`src/rtl/injector_pkg.sv`:
```
// Shared definitions for the injector sequencer: register map, generator modes,
// latch FSM state encodings, control register layout and the PRBS7 step.
package injector_pkg;

    localparam logic [1:0] ADDR_CTRL  = 2'd0;
    localparam logic [1:0] ADDR_DIV   = 2'd1;
    localparam logic [1:0] ADDR_TRIM  = 2'd2;
    localparam logic [1:0] ADDR_BURST = 2'd3;

    localparam logic [1:0] MODE_STATIC = 2'd0;
    localparam logic [1:0] MODE_SQUARE = 2'd1;
    localparam logic [1:0] MODE_PRBS   = 2'd2;
    localparam logic [1:0] MODE_BURST  = 2'd3;

    localparam logic [6:0] PRBS_SEED = 7'h7F;

    // STROBE is the only state with bit 1 set, so latch_o can come straight off a flop.
    localparam logic [1:0] LS_IDLE   = 2'b00;
    localparam logic [1:0] LS_SETUP  = 2'b01;
    localparam logic [1:0] LS_STROBE = 2'b10;

    typedef struct packed {
        logic       level;
        logic [1:0] mode;
        logic       run;
    } ctrl_t;

    // x^7 + x^6 + 1, shift left, new bit enters at bit 0.
    function automatic logic [6:0] prbs7_step(input logic [6:0] s);
        return {s[5:0], s[6] ^ s[5]};
    endfunction

endpackage

```
`src/rtl/injector_trim_latch.sv`:
```
// Trim latch sequencer: holds trim outputs stable for SETUP_CYC cycles, then
// strobes latch_o for LATCH_CYC cycles. Trim writes arriving while busy are dropped.
module injector_trim_latch
    import injector_pkg::*;
#(
    parameter int SETUP_CYC = 2,
    parameter int LATCH_CYC = 2
) (
    input  logic       clk,
    input  logic       rst,
    input  logic       trim_wr,
    input  logic [7:0] trim_data,
    output logic       cfg_busy,
    output logic [3:0] trim_p_o,
    output logic [3:0] trim_n_o,
    output logic       latch_o,
    output logic       trimmed_once
);

    localparam int CNT_MAX = (SETUP_CYC > LATCH_CYC) ? SETUP_CYC : LATCH_CYC;
    localparam int CNT_W   = (CNT_MAX > 1) ? $clog2(CNT_MAX) : 1;

    logic [1:0]       state;
    logic [CNT_W-1:0] cnt;

    // NOTE: sequential state uses non-blocking assignments so every flop samples pre-edge values.
    always_ff @(posedge clk) begin
        if (rst) begin
            state        <= LS_IDLE;
            cnt          <= '0;
            trim_p_o     <= '0;
            trim_n_o     <= '0;
            trimmed_once <= 1'b0;
        end else begin
            case (state)
                LS_IDLE: begin
                    if (trim_wr) begin
                        trim_p_o <= trim_data[3:0];
                        trim_n_o <= trim_data[7:4];
                        cnt      <= '0;
                        state    <= LS_SETUP;
                    end
                end
                LS_SETUP: begin
                    if (cnt == CNT_W'(SETUP_CYC - 1)) begin
                        cnt          <= '0;
                        state        <= LS_STROBE;
                        trimmed_once <= 1'b1;
                    end else begin
                        cnt <= cnt + CNT_W'(1);
                    end
                end
                LS_STROBE: begin
                    if (cnt == CNT_W'(LATCH_CYC - 1)) begin
                        cnt   <= '0;
                        state <= LS_IDLE;
                    end else begin
                        cnt <= cnt + CNT_W'(1);
                    end
                end
                default: state <= LS_IDLE;
            endcase
        end
    end

    assign latch_o  = state[1];
    assign cfg_busy = |state;

endmodule

```
`src/rtl/injector_seq.sv`:
```
// Bias injector sequencer: register port, trim latch sequencing and inject waveform
// generator (static/square/PRBS7/burst). Define INJECTOR_SEQ_PRBS_EN to build the PRBS7 mode.
module injector_seq
    import injector_pkg::*;
#(
    parameter int SETUP_CYC = 2,
    parameter int LATCH_CYC = 2,
    parameter int DIV_W     = 16
) (
    input  logic             wb_clk_i,
    input  logic             wb_rst_i,
    input  logic             cfg_we,
    input  logic [1:0]       cfg_addr,
    input  logic [DIV_W-1:0] cfg_wdata,
    output logic             cfg_busy,
    output logic             enable_o,
    output logic [3:0]       trim_p_o,
    output logic [3:0]       trim_n_o,
    output logic             latch_o,
    output logic             signal_o,
    output logic             burst_done_o
);

    ctrl_t            ctrl_q;
    ctrl_t            ctrl_n;
    logic [DIV_W-1:0] div_q;
    logic [DIV_W-1:0] burst_n_q;
    logic [DIV_W-1:0] div_cnt;
    logic [DIV_W-1:0] pulse_cnt;
    logic [DIV_W:0]   pulses_next;
    logic             ctrl_wr;
    logic             trim_wr;
    logic             reload;
    logic             sym_end;
    logic             trimmed_once;
    logic             first_sym;
    logic             first_done;
    logic             prbs_first;
    logic             prbs_next;

    assign ctrl_wr     = cfg_we && (cfg_addr == ADDR_CTRL);
    assign trim_wr     = cfg_we && (cfg_addr == ADDR_TRIM);
    assign ctrl_n      = ctrl_wr ? ctrl_t'(cfg_wdata[3:0]) : ctrl_q;
    // Generator restarts on every CTRL write and sits at its reload point while stopped.
    assign reload      = ctrl_wr || !ctrl_n.run;
    assign sym_end     = (div_cnt == '0);
    assign pulses_next = {1'b0, pulse_cnt} + (DIV_W + 1)'(1);

    injector_trim_latch #(
        .SETUP_CYC (SETUP_CYC),
        .LATCH_CYC (LATCH_CYC)
    ) u_trim_latch (
        .clk          (wb_clk_i),
        .rst          (wb_rst_i),
        .trim_wr      (trim_wr),
        .trim_data    (cfg_wdata[7:0]),
        .cfg_busy     (cfg_busy),
        .trim_p_o     (trim_p_o),
        .trim_n_o     (trim_n_o),
        .latch_o      (latch_o),
        .trimmed_once (trimmed_once)
    );

`ifdef INJECTOR_SEQ_PRBS_EN
    logic [6:0] lfsr;
    logic [6:0] lfsr_step;

    assign lfsr_step  = prbs7_step(lfsr);
    assign prbs_first = PRBS_SEED[6];
    assign prbs_next  = lfsr_step[6];

    always_ff @(posedge wb_clk_i) begin
        if (wb_rst_i || reload) begin
            lfsr <= PRBS_SEED;
        end else if (sym_end && (ctrl_q.mode == MODE_PRBS)) begin
            lfsr <= lfsr_step;
        end
    end
`else
    assign prbs_first = 1'b0;
    assign prbs_next  = 1'b0;
`endif

    // First symbol of the waveform, presented the cycle after the CTRL write.
    always_comb begin
        // NOTE: defaults first so no path leaves these unassigned and infers a latch.
        first_sym  = 1'b0;
        first_done = 1'b0;
        if (ctrl_n.run) begin
            case (ctrl_n.mode)
                MODE_STATIC: first_sym = ctrl_n.level;
                MODE_SQUARE: first_sym = 1'b1;
                MODE_PRBS:   first_sym = prbs_first;
                MODE_BURST: begin
                    first_sym  = (burst_n_q != '0);
                    first_done = (burst_n_q == '0);
                end
                default: first_sym = 1'b0;
            endcase
        end
    end

    always_ff @(posedge wb_clk_i) begin
        if (wb_rst_i) begin
            ctrl_q       <= '0;
            div_q        <= '0;
            burst_n_q    <= '0;
            div_cnt      <= '0;
            pulse_cnt    <= '0;
            enable_o     <= 1'b0;
            signal_o     <= 1'b0;
            burst_done_o <= 1'b0;
        end else begin
            ctrl_q <= ctrl_n;
            if (cfg_we && (cfg_addr == ADDR_DIV))   div_q     <= cfg_wdata;
            if (cfg_we && (cfg_addr == ADDR_BURST)) burst_n_q <= cfg_wdata;
            enable_o <= ctrl_n.run & trimmed_once;

            if (reload) begin
                div_cnt      <= div_q;
                pulse_cnt    <= '0;
                signal_o     <= first_sym;
                burst_done_o <= first_done;
            end else if (!sym_end) begin
                div_cnt <= div_cnt - DIV_W'(1);
            end else begin
                div_cnt <= div_q;
                case (ctrl_q.mode)
                    MODE_STATIC: signal_o <= ctrl_q.level;
                    MODE_SQUARE: signal_o <= ~signal_o;
                    MODE_PRBS:   signal_o <= prbs_next;
                    MODE_BURST: begin
                        // A pulse completes at the end of its low half.
                        if (!burst_done_o) begin
                            if (signal_o) begin
                                signal_o <= 1'b0;
                            end else if (pulses_next >= {1'b0, burst_n_q}) begin
                                burst_done_o <= 1'b1;
                            end else begin
                                signal_o  <= 1'b1;
                                pulse_cnt <= pulses_next[DIV_W-1:0];
                            end
                        end
                    end
                    default: signal_o <= 1'b0;
                endcase
            end
        end
    end

endmodule
```
`config.mk`:
```
export PLATFORM = sky130hd
export DESIGN_NAME = injector_seq
export DESIGN_NICKNAME = d
export VERILOG_FILES = /design/src/rtl/injector_pkg.sv /design/src/rtl/injector_trim_latch.sv /design/src/rtl/injector_seq.sv
export SDC_FILE = /design/constraint.sdc
export NUM_CORES = 1
export LEC_CHECK = 0
export BUFFER_PORTS_ARGS = -buffer_cell sky130_fd_sc_hd__buf_2
export CELL_PAD_IN_SITES_DETAIL_PLACEMENT = 1
export CELL_PAD_IN_SITES_GLOBAL_PLACEMENT = 2
export CORE_UTILIZATION = 39
export DETAILED_ROUTE_END_ITERATION = 10
export PLACE_DENSITY = 0.86
export SYNTH_ARGS = -nofsm -noshare
export SYNTH_HDL_FRONTEND = slang
export SYNTH_SLANG_ARGS = --single-unit
```
`constraint.sdc`:
```
create_clock -name wb_clk_i -period 9.7 [get_ports wb_clk_i]
set_input_delay 2.91 -clock wb_clk_i [delete_from_list [all_inputs] [get_ports wb_clk_i]]
set_output_delay 2.91 -clock wb_clk_i [all_outputs]
set_load 0.02 [all_outputs]
```
==> impl_metrics.tcl <==
set metrics [dict create \
    muxShareOfSynthArea_pct 1.43 \
    async_reset_ff_share_pct 0 \
    first_global_vias 3743 \
    die-area_um2 11200 \
    grt_pass1_wl_um 18400 \
    die_y_um 106 \
    crit_type "in2reg" \
    antenna_found_initial 0 \
    area.growth.synth_to_final_pct 11.1 \
    grt.total_usage_pct 20.7 \
    seq_area_frac_synth_pct 39.5 \
    wl_per_cell_um 15.8 \
    netlist_top_cells_area "dfxtp_1, nand2_1, ha_1" \
    fin_area_um2 4670 \
    cp_slowest_stage_delay_ns 0.98 \
    start_util_pct 40.4 \
    utilization_pct 44.9 \
    post_cts_resized 0 \
    slew_headroom_pct 18.3 \
    synth_fa_ha_area_share_pct 6.84 \
    drc 0 \
    rsz0062_at_grt "false" \
    synth_top_cell_by_area "dfxtp_1" \
    yosys.area_share.xor_xnor_pct 5.62 \
    min_path_type "reg2reg" \
    grt_max_degree 67 \
    timing.critical_path.to "div_cnt[3]$_SDFF_PP0_" \
    dp_hpwl_um 7690 \
    routabilityCongestion 0.752 \
    routed_wl_um 10700 \
    syn_nets 560 \
    slew_viol_final 0 \
    die_w_um 106 \
    post-synth-top-area-fraction_pct 39.5 \
    power_mw 0.710 \
    worstPathArrival_ns 4.90 \
    ant_nets 0 \
    r2r_cells 12 \
    cts_max_level 3 \
    layout-drive-gt1-share_pct 12.1 \
    post-route-min-period_ns 4.64 \
    antennaDiodeCount 0 \
    synth_compound_area_share_pct 15.5 \
    critical-path-slowest-cell "nor2b_2" \
    place_inst 664 \
    final_cells 680 \
    synth_edf_count 0 \
    worstSetupEndpointType "flip-flop" \
    synth-main-ff-cell "dfxtp_1" \
    startpoint "cfg_we" \
    synth-simple-area-share_pct 26.9 \
    synth.most_common_cell "nand2_1" \
    status "finished, final reports clean" \
    dpl_cell_area_um2 4460 \
    postCtsSetupBuffers 0 \
    cts_buffer_depth 2 \
    core_area_um2 10400 \
    fin_crit_sh_pct 47.8 \
    drtPass1Iterations 4 \
    nets 583 \
    power.leakage_nw 1.76 \
    r2r_setup_slack_ns 5.43 \
    cp_max_fo 32 \
    vias 3664 \
    crit_chain "buf_2, nor3b_1, nand2b_1, nor2b_2, nor2_1, a311oi_1" \
    pre_cts_ws_ns 4.74 \
    portBuffers 33 \
    layout_setup_ws_ns 5.06 \
    cts_tree "built" \
    start_kind "primary input" \
    syn_area_um2 4210 \
    ir_worst_vdd_uv 63.4 \
    setup_viol 0 \
    fillers 1276 \
    cts_hold_buf 0 \
    pwr_density_cell_nw_per_um2 152 \
    ios 34 \
    drtIter0Drc 114 \
    clk_pin_slew_ns 0.09 \
    rr_startpoint "pulse_cnt[0]$_SDFFE_PP0P_" \
    hp-start "div_q[2]$_SDFFE_PP0P_" \
    worstSkewPairLatency_ns 0.35 \
    worst_pin_slew_ns 1.22 \
    cts_sinks 83 \
    holdWs_ns 0.458 \
    worst_clock_skew_ns 0.00778 \
    postSynthAreaPerCell_um2 8.16 \
    drv_cap 0 \
    finalHoldViolations 0 \
    fmax_mhz 216 \
    grt_overflow 0 \
    synth_seq_cells 83 \
    synth_common_cells "nand2_1, dfxtp_1, a21oi_1" \
    root_buffer "clkbuf_8" \
    synthCells 516 \
    tns_ns 0 \
    ys_types 50 \
    required_ns 9.96 \
    r2r_end "pulse_cnt[13]$_SDFFE_PP0P_" \
    routed_via_density 5.39 \
    num_rows 37 \
    yosys_warnings 0 \
    synth_top_family_by_area "simple AND/OR/NAND/NOR gates" \
    cts_buffers 9 \
]
-- metal layers --
metal / track usage, % / wire, um
met5: 0 / 0
met4: 7.84 / 163
met3: 2.72 / 211
met2: 33.5 / 4900
met1: 28.0 / 5470
-- where the power goes --
part | switching, mW | leakage [nW] | internal, mW | total, mW
clock | 0.133 | 0.106 | 0.134 | 0.267
combinational | 0.0530 | 0.986 | 0.0337 | 0.0867
sequential | 0.00741 | 0.672 | 0.349 | 0.357
-- critical path: cells and delay by family --
kind	cells	cell delay (ns)
compound gates	1	0.29
buf+inv	1	0.12
simple gates	4	1.57
-- logic make-up (layout without fill, tap and decap cells) --
kind of cell,Yosys count,count (layout)
simple gates,230,230
compound gates,102,102
flops,83,83
buf+inv,45,73
xor+xnor,27,27
fa+ha+maj,23,23
mux,6,6
-- sequential cells by signal (all words and copies together), names as in the netlist --
| signal | cells |
|---|---|
| burst_done_o | 1 |
| burst_n_q | 16 |
| ctrl_q | 4 |
| div_cnt | 16 |
| div_q | 16 |
| enable_o | 1 |
| pulse_cnt | 16 |
| signal_o | 1 |
| u_trim_latch.cnt | 1 |
| u_trim_latch.state | 2 |
| u_trim_latch.trim_n_o | 4 |
| u_trim_latch.trim_p_o | 4 |
| u_trim_latch.trimmed_once | 1 |
-- worst min path at each step --
stage / endpoint / slack, ns / depth (start not counted)
after detailed placement: div_q[0]$_SDFFE_PP0P_ / 0.45 / 2
after global routing: div_q[0]$_SDFFE_PP0P_ / 0.48 / 2
final: div_q[2]$_SDFFE_PP0P_ / 0.46 / 2
after global placement: u_trim_latch.trim_p_o[0]$_SDFFE_PP0P_ / 0.44 / 2
after CTS: div_q[0]$_SDFFE_PP0P_ / 0.46 / 2
after floorplan: u_trim_latch.trimmed_once$_SDFFE_PP0P_ / 0.43 / 2
-- cell type report --
| type | count | area, um^2 | share of cell area (%) |
|---|---|---|---|
| clock inverter | 5 | 60.1 | 1.28 |
| inverter | 23 | 86.3 | 1.85 |
| sequential | 83 | 1660 | 35.5 |
| tap | 136 | 170 | 3.64 |
| multi-input combinational | 388 | 2370 | 50.7 |
| clock buffer | 11 | 151 | 3.24 |
| timing repair buffer | 34 | 173 | 3.69 |
-- layout by cell type (no fill, tap or decap), types with 3 or more instances in the layout --
| cell | count |
|---|---|
| inv_1 | 23 |
| o21ai_0 | 6 |
| nand3_1 | 17 |
| mux2i_1 | 6 |
| nor3_1 | 8 |
| or4_1 | 11 |
| xor2_1 | 8 |
| nand4_1 | 6 |
| nor4_1 | 5 |
| buf_2 | 33 |
| o21bai_1 | 3 |
| a21oi_1 | 49 |
| nand2_1 | 109 |
| a311oi_1 | 4 |
| clkbuf_8 | 11 |
| nor4_4 | 3 |
| ha_1 | 23 |
| dfxtp_1 | 83 |
| o31ai_1 | 3 |
| or2_2 | 5 |
| o211ai_1 | 10 |
| xnor2_1 | 19 |
| nor2_1 | 44 |
| a211oi_1 | 17 |
Note: power is estimated with default switching activity, not from simulation.
